[src/rtl/pipeline_ctrl_pkg.sv]
// ---------------------------------------------------------------------------
// pipeline_ctrl_pkg
// Shared definitions for the 5-stage pipeline sequencer:
//   - pipe_state_e : sequencer states (RUN=00, MEM_WAIT=01, ERR=10)
//   - PIPE_REG_W   : default register-address width
//   - X0           : the hard-wired zero register index
//   - pipe_ctl_t   : bundle of per-stage enables / flushes
//   - ctl_freeze / ctl_advance : canonical control patterns
// ---------------------------------------------------------------------------
package pipeline_ctrl_pkg;

  localparam int PIPE_REG_W = 5;
  localparam int X0         = 0;

  typedef enum logic [1:0] {
    ST_RUN      = 2'b00,
    ST_MEM_WAIT = 2'b01,
    ST_ERR      = 2'b10
  } pipe_state_e;

  typedef struct packed {
    logic pc_en;
    logic if_id_en;
    logic if_id_flush;
    logic id_ex_en;
    logic id_ex_flush;
    logic ex_mem_en;
    logic mem_wb_en;
    logic mem_wb_flush;
  } pipe_ctl_t;

  // Whole pipe holds while MEM waits; WB gets a bubble so the waiting
  // instruction is not written back twice.
  function automatic pipe_ctl_t ctl_freeze();
    pipe_ctl_t c;
    c              = '0;
    c.mem_wb_en    = 1'b1;
    c.mem_wb_flush = 1'b1;
    return c;
  endfunction

  // Normal advance; a redirect squashes the two younger stages and wins
  // over a load-use hazard (the dependent instruction is squashed anyway).
  function automatic pipe_ctl_t ctl_advance(input logic redirect, input logic load_use);
    pipe_ctl_t c;
    c           = '0;
    c.pc_en     = 1'b1;
    c.if_id_en  = 1'b1;
    c.id_ex_en  = 1'b1;
    c.ex_mem_en = 1'b1;
    c.mem_wb_en = 1'b1;
    if (redirect) begin
      c.if_id_flush = 1'b1;
      c.id_ex_flush = 1'b1;
    end else if (load_use) begin
      // Hold PC and IF/ID, inject one bubble into EX.
      c.pc_en       = 1'b0;
      c.if_id_en    = 1'b0;
      c.id_ex_flush = 1'b1;
    end
    return c;
  endfunction

endpackage

[src/rtl/pipeline_ctrl_hazard_detect.sv]
// ---------------------------------------------------------------------------
// hazard_detect
// Combinational load-use hazard compare between the EX and ID stages.
// Ports:
//   ex_valid, ex_mem_rd, ex_rd   : EX instruction info (load, destination)
//   id_valid, id_rs1, id_rs2,
//   id_uses_rs2                  : ID instruction source operands
//   load_use                     : ID needs a value a load in EX has not produced
// ---------------------------------------------------------------------------
module hazard_detect
  import pipeline_ctrl_pkg::*;
#(
  parameter int REG_W = PIPE_REG_W
) (
  input  logic             ex_valid,
  input  logic             ex_mem_rd,
  input  logic [REG_W-1:0] ex_rd,
  input  logic             id_valid,
  input  logic [REG_W-1:0] id_rs1,
  input  logic [REG_W-1:0] id_rs2,
  input  logic             id_uses_rs2,
  output logic             load_use
);

  logic rd_live;

  // x0 never carries a produced value, so it never creates a dependency.
  assign rd_live  = ex_valid & ex_mem_rd & (ex_rd != REG_W'(X0));
  assign load_use = rd_live & id_valid &
                    ((ex_rd == id_rs1) | (id_uses_rs2 & (ex_rd == id_rs2)));

endmodule

[src/rtl/pipeline_ctrl.sv]
// ---------------------------------------------------------------------------
// pipeline_ctrl
// Pipeline sequencer for the 5-stage RV32I core: per-stage enables/flushes,
// load-use stalls, EX redirect flushes and the data-memory req/ack handshake
// with an optional MEM timeout into a sticky error state.
// Optional feature macro: PIPE_PERF_CNT_EN (adds stall_cnt / flush_cnt and the
// CNT_W parameter).
// Ports:
//   clk, rst_n                      : clock, async active-low reset
//   id_*/ex_*/mem_* inputs          : stage occupancy and operand info
//   ex_redirect                     : taken branch/jump resolved in EX
//   dmem_ack / dmem_req             : data-memory handshake
//   pc_en, *_en, *_flush            : per-stage register controls
//   mem_err                         : sticky timeout error
//   state                           : RUN=00, MEM_WAIT=01, ERR=10
//   stall_cnt, flush_cnt            : saturating perf counters (macro only)
// ---------------------------------------------------------------------------
module pipeline_ctrl
  import pipeline_ctrl_pkg::*;
#(
  parameter int REG_W       = PIPE_REG_W,
  parameter int MEM_TIMEOUT = 15
`ifdef PIPE_PERF_CNT_EN
  ,
  parameter int CNT_W       = 32
`endif
) (
  input  logic             clk,
  input  logic             rst_n,
  input  logic             id_valid,
  input  logic [REG_W-1:0] id_rs1,
  input  logic [REG_W-1:0] id_rs2,
  input  logic             id_uses_rs2,
  input  logic             ex_valid,
  input  logic             ex_mem_rd,
  input  logic [REG_W-1:0] ex_rd,
  input  logic             ex_redirect,
  input  logic             mem_valid,
  input  logic             mem_mem_rd,
  input  logic             mem_mem_wr,
  input  logic             dmem_ack,
  output logic             dmem_req,
  output logic             pc_en,
  output logic             if_id_en,
  output logic             if_id_flush,
  output logic             id_ex_en,
  output logic             id_ex_flush,
  output logic             ex_mem_en,
  output logic             mem_wb_en,
  output logic             mem_wb_flush,
  output logic             mem_err,
  output logic [1:0]       state
`ifdef PIPE_PERF_CNT_EN
  ,
  output logic [CNT_W-1:0] stall_cnt,
  output logic [CNT_W-1:0] flush_cnt
`endif
);

  // Counter only needs to reach MEM_TIMEOUT-1; with MEM_TIMEOUT=0 it just wraps.
  localparam int               TO_W    = (MEM_TIMEOUT > 1) ? $clog2(MEM_TIMEOUT) : 1;
  localparam logic [TO_W-1:0]  TO_LAST = TO_W'((MEM_TIMEOUT > 0) ? MEM_TIMEOUT - 1 : 0);

  pipe_state_e     state_q, state_d;
  logic [TO_W-1:0] cnt_q, cnt_d;
  logic            err_q, err_d;
  pipe_ctl_t       ctl;
  logic            req;
  logic            redirect_fire;
  logic            mem_acc;
  logic            load_use;

  assign mem_acc = mem_valid & (mem_mem_rd | mem_mem_wr);

  hazard_detect #(.REG_W(REG_W)) u_hazard (
    .ex_valid    (ex_valid),
    .ex_mem_rd   (ex_mem_rd),
    .ex_rd       (ex_rd),
    .id_valid    (id_valid),
    .id_rs1      (id_rs1),
    .id_rs2      (id_rs2),
    .id_uses_rs2 (id_uses_rs2),
    .load_use    (load_use)
  );

  always_comb begin
    state_d       = state_q;
    cnt_d         = cnt_q;
    err_d         = err_q;
    ctl           = '0;
    req           = 1'b0;
    redirect_fire = 1'b0;
    case (state_q)
      ST_RUN: begin
        // Zero-wait access (ack already high) advances without leaving RUN.
        req = mem_acc;
        if (mem_acc && !dmem_ack) begin
          ctl     = ctl_freeze();
          state_d = ST_MEM_WAIT;
          cnt_d   = '0;
        end else begin
          ctl           = ctl_advance(ex_redirect, load_use);
          redirect_fire = ex_redirect;
        end
      end
      ST_MEM_WAIT: begin
        req = 1'b1;
        if (dmem_ack) begin
          state_d       = ST_RUN;
          ctl           = ctl_advance(ex_redirect, load_use);
          redirect_fire = ex_redirect;
        end else begin
          ctl = ctl_freeze();
          if ((MEM_TIMEOUT != 0) && (cnt_q == TO_LAST)) begin
            state_d = ST_ERR;
            err_d   = 1'b1;
          end else begin
            cnt_d = cnt_q + 1'b1;
          end
        end
      end
      ST_ERR: begin
        err_d = 1'b1;
      end
      default: begin
        state_d = ST_RUN;
      end
    endcase
  end

  always_ff @(posedge clk or negedge rst_n) begin
    if (!rst_n) begin
      state_q <= ST_RUN;
      cnt_q   <= '0;
      err_q   <= 1'b0;
    end else begin
      state_q <= state_d;
      cnt_q   <= cnt_d;
      err_q   <= err_d;
    end
  end

  // Gating with rst_n keeps every control low (and drops dmem_req) the
  // moment reset asserts, without waiting for a clock edge.
  assign dmem_req     = rst_n & req;
  assign pc_en        = rst_n & ctl.pc_en;
  assign if_id_en     = rst_n & ctl.if_id_en;
  assign if_id_flush  = rst_n & ctl.if_id_flush;
  assign id_ex_en     = rst_n & ctl.id_ex_en;
  assign id_ex_flush  = rst_n & ctl.id_ex_flush;
  assign ex_mem_en    = rst_n & ctl.ex_mem_en;
  assign mem_wb_en    = rst_n & ctl.mem_wb_en;
  assign mem_wb_flush = rst_n & ctl.mem_wb_flush;
  assign mem_err      = err_q;
  assign state        = state_q;

`ifdef PIPE_PERF_CNT_EN
  logic [CNT_W-1:0] stall_q, flush_q;

  always_ff @(posedge clk or negedge rst_n) begin
    if (!rst_n) begin
      stall_q <= '0;
      flush_q <= '0;
    end else begin
      if ((state_q != ST_ERR) && !ctl.pc_en && (stall_q != '1)) begin
        stall_q <= stall_q + 1'b1;
      end
      if (redirect_fire && (flush_q != '1)) begin
        flush_q <= flush_q + 1'b1;
      end
    end
  end

  assign stall_cnt = stall_q;
  assign flush_cnt = flush_q;
`endif

endmodule

[config.mk]
export PLATFORM = sky130hd
export DESIGN_NAME = pipeline_ctrl
export DESIGN_NICKNAME = d
export VERILOG_FILES = /design/src/rtl/pipeline_ctrl_pkg.sv /design/src/rtl/pipeline_ctrl_hazard_detect.sv /design/src/rtl/pipeline_ctrl.sv
export SDC_FILE = /design/constraint.sdc
export NUM_CORES = 1
export LEC_CHECK = 0
export ABC_AREA = 1
export CAP_MARGIN = 20
export CORE_MARGIN = 1.5
export CORE_UTILIZATION = 35
export DETAILED_ROUTE_END_ITERATION = 8
export HOLD_SLACK_MARGIN = 0.03
export PLACE_DENSITY_LB_ADDON = 0.1
export SKIP_CTS_REPAIR_TIMING = 1
export SLEW_MARGIN = 5
export SYNTH_ARGS = -nofsm -noshare
export SYNTH_HDL_FRONTEND = slang
export SYNTH_SLANG_ARGS = --single-unit
[constraint.sdc]
create_clock -name clk -period 1.45 [get_ports clk]
set_input_delay 0.29 -clock clk [delete_from_list [all_inputs] [get_ports clk]]
set_output_delay 0.29 -clock clk [all_outputs]
set_load 0.01 [all_outputs]
Word level (Yosys, flattened, before mapping)
Cells that the tools add are included.
{ "totals": {"regBits": 7, "input_bits": 26, "output_inout_bits": 12} }
{ "op_classes": {"n_reduce_logical": 9, "muxes": 20, "eq_ne": 10, "bitwise": 18, "add_sub_neg": 1} }
{ "ops": {"columns": ["op", "n"], "rows": [
  ["8-bit two-way mux", 2],
  ["8-bit case mux with 2 select lines", 1],
  ["1-bit bitwise AND", 15],
  ["4-bit two-way mux", 3],
  ["5-bit equality test", 2],
  ["2-bit two-way mux", 5],
  ["2-bit inequality test, second input constant", 4],
  ["4-bit case mux with 2 select lines", 1],
  ["2-bit case mux with 3 select lines", 1],
  ["3-bit AND reduction", 2],
  ["1-bit two-way mux", 5],
  ["5-bit nonzero test", 1],
  ["4-bit by 1-bit adder with 4-bit output, second input constant", 1],
  ["4-bit equality test, second input constant", 1],
  ["1-bit case mux with 2 select lines", 2],
  ["4-bit AND reduction", 1],
  ["2-bit nonzero test", 2],
  ["3-bit inequality test, second input constant", 1],
  ["2-bit by 1-bit equality test with 1-bit output, second input constant", 1],
  ["2-bit equality test, second input constant", 1],
  ["2-bit zero test", 1],
  ["1-bit OR", 2],
  ["1-bit logical AND", 1],
  ["1-bit zero test", 1],
  ["1-bit NOT", 1]
]} }

Logic depth before layout (Yosys ltp)
Gate-level depths: netlist of run 1.
{ "depth": {"depth_word": 9, "depth_mapped": 10, "depth_no_buf": 9} }

By module
From an unflattened synthesis of run 1, not the netlist that was laid out.
{ "hier_totals": {"cells_unflattened": 120, "area_unflattened_um2": 684.4} }
{ "modules_own_cells": {"columns": ["mod", "seq_area_each_um2", "cells_per_inst", "instances", "area_each_um2"], "rows": [
  ["pipeline_ctrl", 175.2, 67, 1, 462.9],
  ["hazard_detect", 0.0, 53, 1, 221.5]
]} }

Worst setup path before layout of run 1
OpenSTA, ideal clock, no wires.
{ "synth_timing": {"kind": "reg-to-output", "startpoint": "register state_q[1], in the netlist state[1]", "endpoint": "output port pc_en", "path_slack_ns": -0.141, "arrival_ns": 1.301, "path_stages_with_launch": 7, "path_cell_list": "dfrtp_1 -> nor2_1 -> inv_1 -> nor2_4 -> nand2_1 -> nand2_1 -> buf_4"} }
{ "synth_via": {"elab_chain_cells": 3, "elab_cells_between_ends": 4} }
{ "synth_lines": {"columns": ["element", "line_no", "source"], "rows": [
  ["start: declaration", "pipeline_ctrl.sv:64", "pipe_state_e state_q, state_d;"],
  ["start signal: assignment", "pipeline_ctrl.sv:137", "state_q <= state_d;"],
  ["2-bit by 1-bit equality test with 1-bit output or 2-bit zero test (tied branches)", "pipeline_ctrl.sv:93", "case (state_q)"],
  ["8-bit case mux with 2 select lines *", "pipeline_ctrl.sv:93", null],
  ["1-bit bitwise AND *", "pipeline_ctrl.sv:146", "assign pc_en = rst_n & ctl.pc_en;"],
  ["end: declaration", "pipeline_ctrl.sv:43", "output logic pc_en,"]
]} }
Mark *: on every way between the ends. The rest lies on a longest branch, timed or not.

Final worst setup path of run 1
{ "layout_timing": {"startpoint": "register state_q[0], in the netlist state[0]", "endpoint": "output port pc_en"} }
The elaborated chain is that of the path after synthesis.

==> results of run 1 <==
-- layer usage --
metal / up-vias / part of all wire / global-route usage
li1: 441 / - / -
met5: - / 0 / 0
met1: 370 / 0.37 / 0.180
met2: 24 / 0.54 / 0.289
met3: 5 / 0.078 / 0.0314
met4: 0 / 0.015 / 0.0857
-- registers in the layout, indices dropped and copies added, names as in the netlist --
register,flops
mem_err,1
state,2
cnt_q,4
-- power by group --
part           internal (mW)  switching, mW
clock network          0.105         0.0677
logic                  0.163          0.137
registers              0.207        0.00760
-- placed cells by master (no fill, tap or decap) --
master and instances:
sky130_fd_sc_hd__a21oi_1 1, sky130_fd_sc_hd__a21oi_2 2, sky130_fd_sc_hd__buf_2 4, sky130_fd_sc_hd__buf_4 18, sky130_fd_sc_hd__buf_6 2, sky130_fd_sc_hd__clkbuf_1 1
sky130_fd_sc_hd__clkbuf_2 2, sky130_fd_sc_hd__clkbuf_4 3, sky130_fd_sc_hd__clkdlybuf4s50_1 2, sky130_fd_sc_hd__dfrtp_1 7, sky130_fd_sc_hd__dlygate4sd3_1 1, sky130_fd_sc_hd__dlymetal6s2s_1 27
sky130_fd_sc_hd__ha_1 2, sky130_fd_sc_hd__inv_1 20, sky130_fd_sc_hd__inv_2 4, sky130_fd_sc_hd__nand2_1 37, sky130_fd_sc_hd__nand2_2 4, sky130_fd_sc_hd__nand3_1 6
sky130_fd_sc_hd__nand3_2 2, sky130_fd_sc_hd__nand3b_1 1, sky130_fd_sc_hd__nand4_1 1, sky130_fd_sc_hd__nor2_1 8, sky130_fd_sc_hd__nor2_2 1, sky130_fd_sc_hd__nor2_4 2
sky130_fd_sc_hd__o21ai_2 4, sky130_fd_sc_hd__o21bai_1 1, sky130_fd_sc_hd__o22ai_1 1, sky130_fd_sc_hd__or2_1 1, sky130_fd_sc_hd__xnor2_1 1, sky130_fd_sc_hd__xor2_1 1
-- worst register-to-register path: stages (launching register included) --
cell and delay [ns]:
sky130_fd_sc_hd__dfrtp_1 0.41, sky130_fd_sc_hd__ha_1 0.19, sky130_fd_sc_hd__nand3_1 0.11, sky130_fd_sc_hd__o21ai_2 0.08, sky130_fd_sc_hd__nor2_4 0.16, sky130_fd_sc_hd__inv_1 0.09
sky130_fd_sc_hd__nand2_1 0.08, sky130_fd_sc_hd__o21ai_2 0.05
-- stage by stage --
stage / setup WS (ns) / TNS (ns)
final: -0.163 / -0.980
after global routing: -0.233 / -1.57
after CTS: -0.770 / -6.17
after detailed placement: -0.766 / -6.49
after global placement: -0.744 / -6.29
after floorplan: -0.0249 / -0.0249
-- layout make-up --
class,instances,area share
Timing Repair Buffer,56,0.432
Clock buffer,4,0.0204
Multi-Input combinational cell,76,0.316
Tap cell,25,0.0243
Inverter,24,0.0701
Sequential cell,7,0.136
-- final timing paths --
check                                     startpoint                   end  slack, ns  depth (start not counted)
worst max-delay path            state[0]$_DFFE_PN0P_                 pc_en      -0.16                          8
worst min-delay path             mem_err$_DFFE_PN0P_   mem_err$_DFFE_PN0P_       0.46                          1
worst max register to register  cnt_q[1]$_DFFE_PN0P_  cnt_q[1]$_DFFE_PN0P_       0.16                          7
worst min register to register   mem_err$_DFFE_PN0P_   mem_err$_DFFE_PN0P_       0.46                          1
max in group asynchronous                      rst_n  cnt_q[2]$_DFFE_PN0P_       0.81                          3
min in group asynchronous                      rst_n  cnt_q[1]$_DFFE_PN0P_       0.51                          3
-- logic make-up (layout without fill, tap and decap cells) --
family                   after synthesis  in the layout  share of synthesized area
AO/OA/AOI/OAI                          9              9                     0.0964
XOR/XNOR                               2              2                     0.0265
flip-flops                             7              7                      0.265
AND/OR/NAND/NOR                       63             63                      0.416
buffers and inverters                 26             84                      0.159
adder cells (fa/ha/maj)                2              2                     0.0378
==> run summary, run 1 <==
========================================================================================================
Status                                                                                      complete, but fails checks
Violated checks                                                                             setup timing
Critical path's slowest cell                                                                sky130_fd_sc_hd__dfrtp_1
Final worst path period share                                                                       1.11
Number of maximum-capacitance violations                                                               0
Leakage                                                                                         0.929 nW
NumNets Final                                                                                        196
Inst Count DP                                                                                        183
Synth cell count leaders                                                                    sky130_fd_sc_hd__nand2_1, sky130_fd_sc_hd__inv_1, sky130_fd_sc_hd__nor2_1
Synthesized instance count                                                                           109
Pin slew with the least headroom to its limit                                                   0.184 ns
Maximum fanout count along the critical path                                                           4
Library cell occupying the most area in the post-synthesis netlist                          sky130_fd_sc_hd__dfrtp_1
GRT Overall Usage                                                                                  0.163
Total I/O pin count                                                                                   38
Maximum achievable frequency                                                                     620 MHz
Via count of the first global-routing pass                                                           692
Final instance count without filler cells                                                            192
Final Core Density                                                                                 0.736
Largest vdd supply drop                                                                           547 uV
Die ar.                                                                                        2160 um^2
Fraction of final layout cells sized beyond drive strength 1                                       0.287
Slowest stage delay, CP                                                                          0.38 ns
Number of detailed-route iterations in the first pass                                                  4
GR Overflow Total                                                                                      0
Reg area                                                                                        175 um^2
Residual DRC                                                                                           0
Synth area leaders                                                                          sky130_fd_sc_hd__dfrtp_1, sky130_fd_sc_hd__nand2_1, sky130_fd_sc_hd__inv_1, sky130_fd_sc_hd__nand3_1, sky130_fd_sc_hd__o21ai_2
Fin crit period                                                                                  1.61 ns
Remaining antenna violation count                                                                      0
Die boundary width                                                                               46.5 um
Synth async-reset ratio                                                                             1.00
Cell Area, Synth                                                                                662 um^2
Antenna violations before repair                                                                       0
Largest clock skew in the final design                                                        0.00347 ns
RD Place Congestion                                                                                0.815
Growth of design area from synthesis to finish                                                     94.1%
Sum of internal, switching and leakage power                                                    0.687 mW
Number of warnings reported in the yosys synthesis log                                                 0
Capturing element type of the critical path                                                  output port
Hold Fails Final Rpt                                                                                   0
Ant. Diodes                                                                                            0
Mean instance size in the synthesized netlist                                                  6.07 um^2
Clock tree buffer depth                                                                                2
Number of buffers inserted by port buffering                                                          37
Unrepaired setup endpoints after global routing                                                      yes
Area fraction of the dominant cell type after synthesis                                            0.265
HP Class                                                                                    flop to flop
Ratio of routed vias to standard cells                                                              4.38
Arrival @ worst endpoint                                                                         1.32 ns
Combined area of the multi-input logic cells                                                    407 um^2
Req. time, crit path                                                                             1.16 ns
Post-CTS clock slew at the launch and capture registers of the worst setup and hold paths        0.05 ns
First-pass GRT wire length                                                                       2490 um
Maximum number of pins on one net before global-route repair                                           8
Cell row count                                                                                        15
Die H                                                                                            46.5 um
Kind of cell adding the most delay to the critical path                                     simple AND/OR/NAND/NOR gates
Detail-routed net length per standard cell                                                       10.1 um
Fill cell total of the finished layout                                                               154
First-iteration detailed-routing DRC count                                                            12
Pins Over Slew Limit                                                                                   0
Remaining max-slew budget at the tightest pin                                                      0.877
Design area                                                                                    1280 um^2
Startpoint type of the worst setup path                                                             flop
Crit path buffers/inverters                                                                            3
Wirelength, routed                                                                               1940 um
Most used standard cell by instance count after synthesis                                   sky130_fd_sc_hd__nand2_1
Estimated wirelength of the detail-placed design                                                 1430 um
CP cell instances                                                                           inv_2 > nand2_2 > nand2_2 > inv_2 > nor2_4 > nand2_2 > nand2_2 > buf_6
Core region area                                                                               1750 um^2
Setup slack of the critical path after layout                                                  -0.163 ns
Syn_nets                                                                                             137
Dominant register cell in the synthesized netlist                                           sky130_fd_sc_hd__dfrtp_1
Sequential element share of the synthesized area                                                   0.265
Insertion delay to the later sink of the worst-skew pair                                         0.25 ns
Number of enable flip-flop cells after synthesis                                                       0
TritonCTS clock tree                                                                               built
Depth of the CTS H-tree                                                                                1
CTS Root Buffer Type                                                                        sky130_fd_sc_hd__clkbuf_4
Number of vias in the routed layout                                                                  840
Starting density of the core                                                                       0.379
Worst hold slack after final layout                                                             0.459 ns
Power density cells                                                                          534 nW/um^2
Number of distinct library cell variants in the gate-level netlist after synthesis                    19
Number of endpoints failing setup at the final stage                                                   8
Cell repeated most along the worst path                                                     sky130_fd_sc_hd__nand2_2
Yosys reg bits                                                                                         7
Area after DPL                                                                                 1160 um^2
Type of the setup path with the least slack                                                 flop to output port
TritonCTS Buffers                                                                                      3
Total number of clock tree sinks                                                                       7
========================================================================================================
No activity file was read; power rests on OpenSTA's default activity.
==> inputs of run 2 (changes only) <==
- CORE_UTILIZATION: 35 -> 37
==> run summary, run 2 (synthesis gave the netlist of run 1 again) <==
========================================================================================================
Status                                                                                      complete, but fails checks
Violated checks                                                                             setup timing
Die ar.                                                                                        2050 um^2   -5.1%
Combined area of the multi-input logic cells                                                    403 um^2   -0.92%
TritonCTS Buffers                                                                                      3   unchanged
Depth of the CTS H-tree                                                                                1   unchanged
Cell repeated most along the worst path                                                     sky130_fd_sc_hd__nand2_1
Worst hold slack after final layout                                                             0.462 ns   +0.00297 ns
RD Place Congestion                                                                                0.783   -4.0%
Setup slack of the critical path after layout                                                  -0.233 ns   -0.0702 ns
Number of buffers inserted by port buffering                                                          37   unchanged
Sequential share of power                                                                          0.307   -0.005
Flip-flop count of the largest register after layout                                                   4   unchanged
Number of vias in the routed layout                                                                  832   -0.95%
Startpoint type of the worst setup path                                                     primary input
Crit path buffers/inverters                                                                            2   -1
Via count of the first global-routing pass                                                           683   -1.3%
Fin crit period                                                                                  1.68 ns   +0.0702 ns
Unrepaired setup endpoints after global routing                                                      yes
Most used cells in the layout excluding fill and tap cells                                  sky130_fd_sc_hd__nand2_1, sky130_fd_sc_hd__dlymetal6s2s_1, sky130_fd_sc_hd__inv_1, sky130_fd_sc_hd__buf_4
Cell row count                                                                                        15   unchanged
Leakage                                                                                         0.886 nW   -4.7%
Register with the highest flop count                                                               cnt_q
Hold Fails Final Rpt                                                                                   0   unchanged
Number of maximum-capacitance violations                                                               0   unchanged
Residual DRC                                                                                           0   unchanged
Slowest stage delay, CP                                                                          0.48 ns   +0.10 ns
Leading cell type in the layout, fill and taps excluded                                     sky130_fd_sc_hd__nand2_1
Insertion delay to the later sink of the worst-skew pair                                         0.26 ns   about the same
Starting density of the core                                                                       0.388   +0.00833
Largest clock skew in the final design                                                        0.00454 ns   +0.00107 ns
Setup WS pre-CTS                                                                               -0.758 ns   +0.00806 ns
Sum of negative setup slack                                                                     -1.17 ns   -0.194 ns
Detail-routed net length per standard cell                                                       9.73 um   -3.7%
Wirelength, routed                                                                               1850 um   -4.7%
Largest vdd supply drop                                                                           584 uV   +6.8%
First-iteration detailed-routing DRC count                                                            23   +11
Number of endpoints failing setup at the final stage                                                   7   -1
Reg area                                                                                        175 um^2   unchanged
Ratio of routed vias to standard cells                                                              4.38   about the same
Core region area                                                                               1710 um^2   -2.2%
Clk network pwr share                                                                              0.266   +0.015
Fraction of final layout cells sized beyond drive strength 1                                       0.261   -0.0268
Worst setup slack for register-to-register paths                                                 0.14 ns   -0.02 ns
Growth of design area from synthesis to finish                                                     91.9%
NumNets Final                                                                                        194   -1.0%
Type of the setup path with the least slack                                                 primary input to output port
Critical path's slowest cell                                                                sky130_fd_sc_hd__clkdlybuf4s50_1
TritonCTS clock tree                                                                               built
Internal power of the cells                                                                     0.478 mW   +0.61%
Final instance count without filler cells                                                            190   -1.0%
Antenna violations before repair                                                                       0   unchanged
Req. time, crit path                                                                             1.16 ns   about the same
Estimated wirelength of the detail-placed design                                                 1400 um   -1.6%
Final Core Density                                                                                 0.744   +0.00739
Remaining antenna violation count                                                                      0   unchanged
Combinational power share                                                                          0.427   -0.010
Total I/O pin count                                                                                   38   unchanged
Switching fraction of total power                                                                  0.317   +0.00847
HP Class                                                                                    flop to flop
Inst Count DP                                                                                        183   unchanged
First-pass GRT wire length                                                                       2770 um   +11%
Clock tree buffer depth                                                                                2   unchanged
Arrival @ worst endpoint                                                                         1.39 ns   +0.07 ns
Maximum achievable frequency                                                                     594 MHz   -4.2%
Ant. Diodes                                                                                            0   unchanged
Final worst path period share                                                                       1.16   +0.0484
Kind of cell adding the most delay to the critical path                                     buffers and inverters
Pin slew with the least headroom to its limit                                                   0.181 ns   -0.00317 ns
CP cell instances                                                                           clkdlybuf4s50_1 > xnor2_1 > nand3_1 > nand2_1 > nand2_1 > nand2_1 > nand2_2 > buf_6
Total number of clock tree sinks                                                                       7   unchanged
Capturing element type of the critical path                                                  output port
Maximum fanout count along the critical path                                                           2   -2
Die boundary width                                                                               45.3 um   -2.6%
Post-CTS clock slew at the launch and capture registers of the worst setup and hold paths        0.05 ns   about the same
Switching power                                                                                 0.222 mW   +4.7%
Maximum number of pins on one net before global-route repair                                           8   unchanged
Pins Over Slew Limit                                                                                   0   unchanged
GRT Overall Usage                                                                                  0.187   +0.0246
Fill cell total of the finished layout                                                               145   -5.8%
Number of detailed-route iterations in the first pass                                                  4   unchanged
CTS Root Buffer Type                                                                        sky130_fd_sc_hd__clkbuf_4
Power density cells                                                                          551 nW/um^2   +3.1%
GR Overflow Total                                                                                      0   unchanged
Die H                                                                                            45.3 um   -2.6%
Remaining max-slew budget at the tightest pin                                                      0.880   +0.00212
========================================================================================================
[run 2: final cells by class]
| cell class | count | share of cell area |
|---|---|---|
| multi-input cells | 76 | 0.317 |
| repair buffers | 54 | 0.429 |
| inverters | 24 | 0.0709 |
| flip-flops and latches | 7 | 0.138 |
| clock buffers | 4 | 0.0207 |
| well taps | 25 | 0.0246 |
[run 2: per-layer routing]
| metal | share of wire | up-vias | track usage |
|---|---|---|---|
| li1 | - | 441 | - |
| met1 | 0.43 | 362 | 0.238 |
| met2 | 0.49 | 24 | 0.303 |
| met3 | 0.062 | 5 | 0.0360 |
| met4 | 0.015 | 0 | 0.0882 |
| met5 | 0 | - | 0 |
[run 2: path summary, 6_finish.rpt]
kind                                      start                   end  depth (start not counted)
min                         mem_err$_DFFE_PN0P_   mem_err$_DFFE_PN0P_                          1
min reg2reg                 mem_err$_DFFE_PN0P_   mem_err$_DFFE_PN0P_                          1
max reg2reg                cnt_q[1]$_DFFE_PN0P_  cnt_q[1]$_DFFE_PN0P_                          7
max                                   id_rs1[2]              if_id_en                          8
min in group asynchronous                 rst_n  cnt_q[2]$_DFFE_PN0P_                          3
max in group asynchronous                 rst_n   mem_err$_DFFE_PN0P_                          3
[run 2: power groups by stage]
stage          Sequential [mW]  Clock [mW]  Combinational (mW)
2_1_floorplan            0.223           0               0.121
3_3_place_gp             0.217           0               0.294
3_5_place_dp             0.218           0               0.298
4_1_cts                  0.215       0.191               0.301
5_1_grt                  0.216       0.199               0.330
6_report                 0.215       0.186               0.299
[run 2: per-stage QoR]
step	area (um^2)	total power [mW]
after floorplan	673	0.344
after global placement	1160	0.511
after detailed placement	1160	0.516
after CTS	1190	0.707
after global routing	1270	0.745
final	1270	0.700
==> inputs of run 3 (changes only) <==
- GPL_ROUTABILITY_DRIVEN: unset -> 0
- SKIP_CTS_REPAIR_TIMING: 1 -> unset
==> run summary, run 3 (synthesis gave the netlist of run 1 again) <==
========================================================================================================
Estimated wirelength of the detail-placed design                                                 1400 um   unchanged
Maximum achievable frequency                                                                     605 MHz   +1.8%
Via count of the first global-routing pass                                                           717   +5.0%
Fraction of final layout cells sized beyond drive strength 1                                       0.304   +0.0430
Maximum fanout count along the critical path                                                           5   +3
Number of endpoints failing setup at the final stage                                                   7   unchanged
Critical path's slowest cell                                                                sky130_fd_sc_hd__dfrtp_1
Wirelength, routed                                                                               1890 um   +2.0%
Switching fraction of total power                                                                  0.325   +0.00754
Cell repeated most along the worst path                                                     sky130_fd_sc_hd__nand2_2
Sequential share of power                                                                          0.309   +0.002
Largest vdd supply drop                                                                           580 uV   -0.83%
Maximum number of pins on one net before global-route repair                                           8   unchanged
GRT Overall Usage                                                                                  0.195   +0.00743
Leakage                                                                                         0.713 nW   -19%
Leading cell type in the layout, fill and taps excluded                                     sky130_fd_sc_hd__nand2_1
First-iteration detailed-routing DRC count                                                            22   -4.3%
Crit path buffers/inverters                                                                            3   +1
Met3 WL                                                                                           112 um   -2.6%
Number of maximum-capacitance violations                                                               0   unchanged
Final worst path period share                                                                       1.14   -0.0210
CTS Root Buffer Type                                                                        sky130_fd_sc_hd__clkbuf_4
Remaining antenna violation count                                                                      0   unchanged
NumNets Final                                                                                        197   +1.5%
Kind of cell adding the most delay to the critical path                                     simple AND/OR/NAND/NOR gates
First-pass GRT wire length                                                                       2880 um   +3.8%
Clock tree buffer depth                                                                                2   unchanged
Depth of the CTS H-tree                                                                                1   unchanged
Post-CTS clock slew at the launch and capture registers of the worst setup and hold paths        0.06 ns   about the same
GR Overflow Total                                                                                      0   unchanged
Capturing element type of the critical path                                                  output port
Number of vias in the routed layout                                                                  842   +1.2%
Max layer used                                                                                      met4
HP Class                                                                                    primary input to async pin
DRT met1 WL                                                                                       820 um   +2.9%
Starting density of the core                                                                       0.388   unchanged
Remaining max-slew budget at the tightest pin                                                      0.876   -0.00325
Die boundary width                                                                               45.3 um   unchanged
Setup slack of the critical path after layout                                                  -0.203 ns   +0.0304 ns
TritonCTS clock tree                                                                               built
Ratio of routed vias to standard cells                                                              4.36   -0.37%
CP cell instances                                                                           inv_2 > nand2_2 > nand2_2 > inv_2 > nor2_4 > nand2_2 > nand2_2 > buf_6
Die H                                                                                            45.3 um   unchanged
Core region area                                                                               1710 um^2   unchanged
Number of detailed-route iterations in the first pass                                                  4   unchanged
Setup WS pre-CTS                                                                               -0.758 ns   unchanged
Residual DRC                                                                                           0   unchanged
Cell row count                                                                                        15   unchanged
Internal power of the cells                                                                     0.470 mW   -1.6%
Sum of negative setup slack                                                                     -1.21 ns   -0.0403 ns
Fin crit period                                                                                  1.65 ns   -0.0304 ns
Type of the setup path with the least slack                                                 flop to output port
Largest clock skew in the final design                                                        0.00393 ns   -0.000609 ns
Detail-routed net length per standard cell                                                       9.77 um   +0.42%
Total I/O pin count                                                                                   38   unchanged
Number of buffers inserted by port buffering                                                          37   unchanged
Insertion delay to the later sink of the worst-skew pair                                         0.26 ns   about the same
Arrival @ worst endpoint                                                                         1.36 ns   -0.03 ns
Unrepaired setup endpoints after global routing                                                      yes
Worst hold slack after final layout                                                            0.0730 ns   -0.389 ns
Ant. Diodes                                                                                            0   unchanged
Violated checks                                                                             setup timing
Hold Fails Final Rpt                                                                                   0   unchanged
Antenna violations before repair                                                                       0   unchanged
Area after DPL                                                                                 1160 um^2   unchanged
Pin slew with the least headroom to its limit                                                   0.185 ns   +0.00487 ns
Req. time, crit path                                                                             1.16 ns   about the same
Growth of design area from synthesis to finish                                                     81.5%
Pins Over Slew Limit                                                                                   0   unchanged
Power density cells                                                                          580 nW/um^2   +5.2%
CTS Hold Buffers Added                                                                                 0
Status                                                                                      complete, but fails checks
Detailed route wirelength on metal2                                                               925 um   +2.0%
Startpoint type of the worst setup path                                                             flop
Most used cells in the layout excluding fill and tap cells                                  sky130_fd_sc_hd__nand2_1, sky130_fd_sc_hd__dlygate4sd2_1, sky130_fd_sc_hd__buf_4, sky130_fd_sc_hd__inv_1
Combinational power share                                                                          0.425   -0.002
Switching power                                                                                 0.226 mW   +1.9%
Slowest stage delay, CP                                                                          0.38 ns   -0.10 ns
Flip-flop count of the largest register after layout                                                   4   unchanged
Worst setup slack for register-to-register paths                                                 0.14 ns   about the same
Register with the highest flop count                                                               cnt_q
TritonCTS Buffers                                                                                      3   unchanged
Die ar.                                                                                        2050 um^2   unchanged
Design area                                                                                    1200 um^2   -5.4%
Total number of clock tree sinks                                                                       7   unchanged
Clk network pwr share                                                                              0.266   about the same
Fill cell total of the finished layout                                                               160   +10%
========================================================================================================
-- run 3: changes by cell type in the layout (fill, tap and decap cells not counted), sizes merged --
cell / delta
buf: +8
dlygate4sd3: -1
clkdlybuf4s15: +3
dlygate4sd2: +23
clkbuf: -1
clkdlybuf4s50: -6
dlymetal6s2s: -23
-- run 3: layout make-up --
cell class | instances | area [um^2] | share of cell area
repair buffers | 57 | 478 | 0.398
multi-input cells | 76 | 400 | 0.333
flip-flops and latches | 7 | 175 | 0.146
inverters | 24 | 90.1 | 0.0750
well taps | 25 | 31.3 | 0.0260
clock buffers | 4 | 26.3 | 0.0219
-- run 3: path summary, 6_finish.rpt --
check / start / endpoint / cells past startpoint
setup reg to reg: cnt_q[1]$_DFFE_PN0P_ / cnt_q[1]$_DFFE_PN0P_ / 7
setup / recovery: state[0]$_DFFE_PN0P_ / if_id_en / 8
max in group asynchronous: rst_n / mem_err$_DFFE_PN0P_ / 2
min in group clk: mem_err$_DFFE_PN0P_ / mem_err$_DFFE_PN0P_ / 1
hold reg to reg: mem_err$_DFFE_PN0P_ / mem_err$_DFFE_PN0P_ / 1
hold / removal: rst_n / cnt_q[2]$_DFFE_PN0P_ / 2
-- run 3: worst register-to-register path, stage by stage (launching register included) --
cell	delay (ns)
sky130_fd_sc_hd__dfrtp_1	0.42
sky130_fd_sc_hd__ha_1	0.19
sky130_fd_sc_hd__nand3_1	0.12
sky130_fd_sc_hd__o21ai_2	0.08
sky130_fd_sc_hd__nor2_4	0.17
sky130_fd_sc_hd__inv_1	0.09
sky130_fd_sc_hd__nand2_1	0.08
sky130_fd_sc_hd__o21ai_2	0.05
-- run 3: layer usage --
layer | GRT usage | up-vias
met4 | 0.0882 | 0
met1 | 0.248 | 365
met5 | 0 | -
li1 | - | 446
met3 | 0.0360 | 5
met2 | 0.317 | 26
-- run 3: per-stage QoR --
step	std cells	total power, mW	util
final	193	0.696	0.703
after global routing	193	0.741	0.703
after CTS	191	0.686	0.681
after detailed placement	183	0.516	0.680
after global placement	183	0.511	0.680
after floorplan	109	0.344	-
-- run 3: timing repair --
action / in CTS / in global routing
buffers inserted: 4 / 3
endpoints found under the hold margin: 0 / 0
setup endpoints to repair: 11 / 9
pin swaps: 17 / 7
gates resized for setup: 69 / 7
cloned: 0 / 0
-- run 3: power by group through the flow --
stage          registers, mW  logic, mW  clock network (mW)
6_report               0.215      0.296               0.185
5_1_grt                0.216      0.326               0.199
4_1_cts                0.215      0.280               0.191
3_5_place_dp           0.218      0.298                   0
3_3_place_gp           0.217      0.294                   0
2_1_floorplan          0.223      0.121                   0
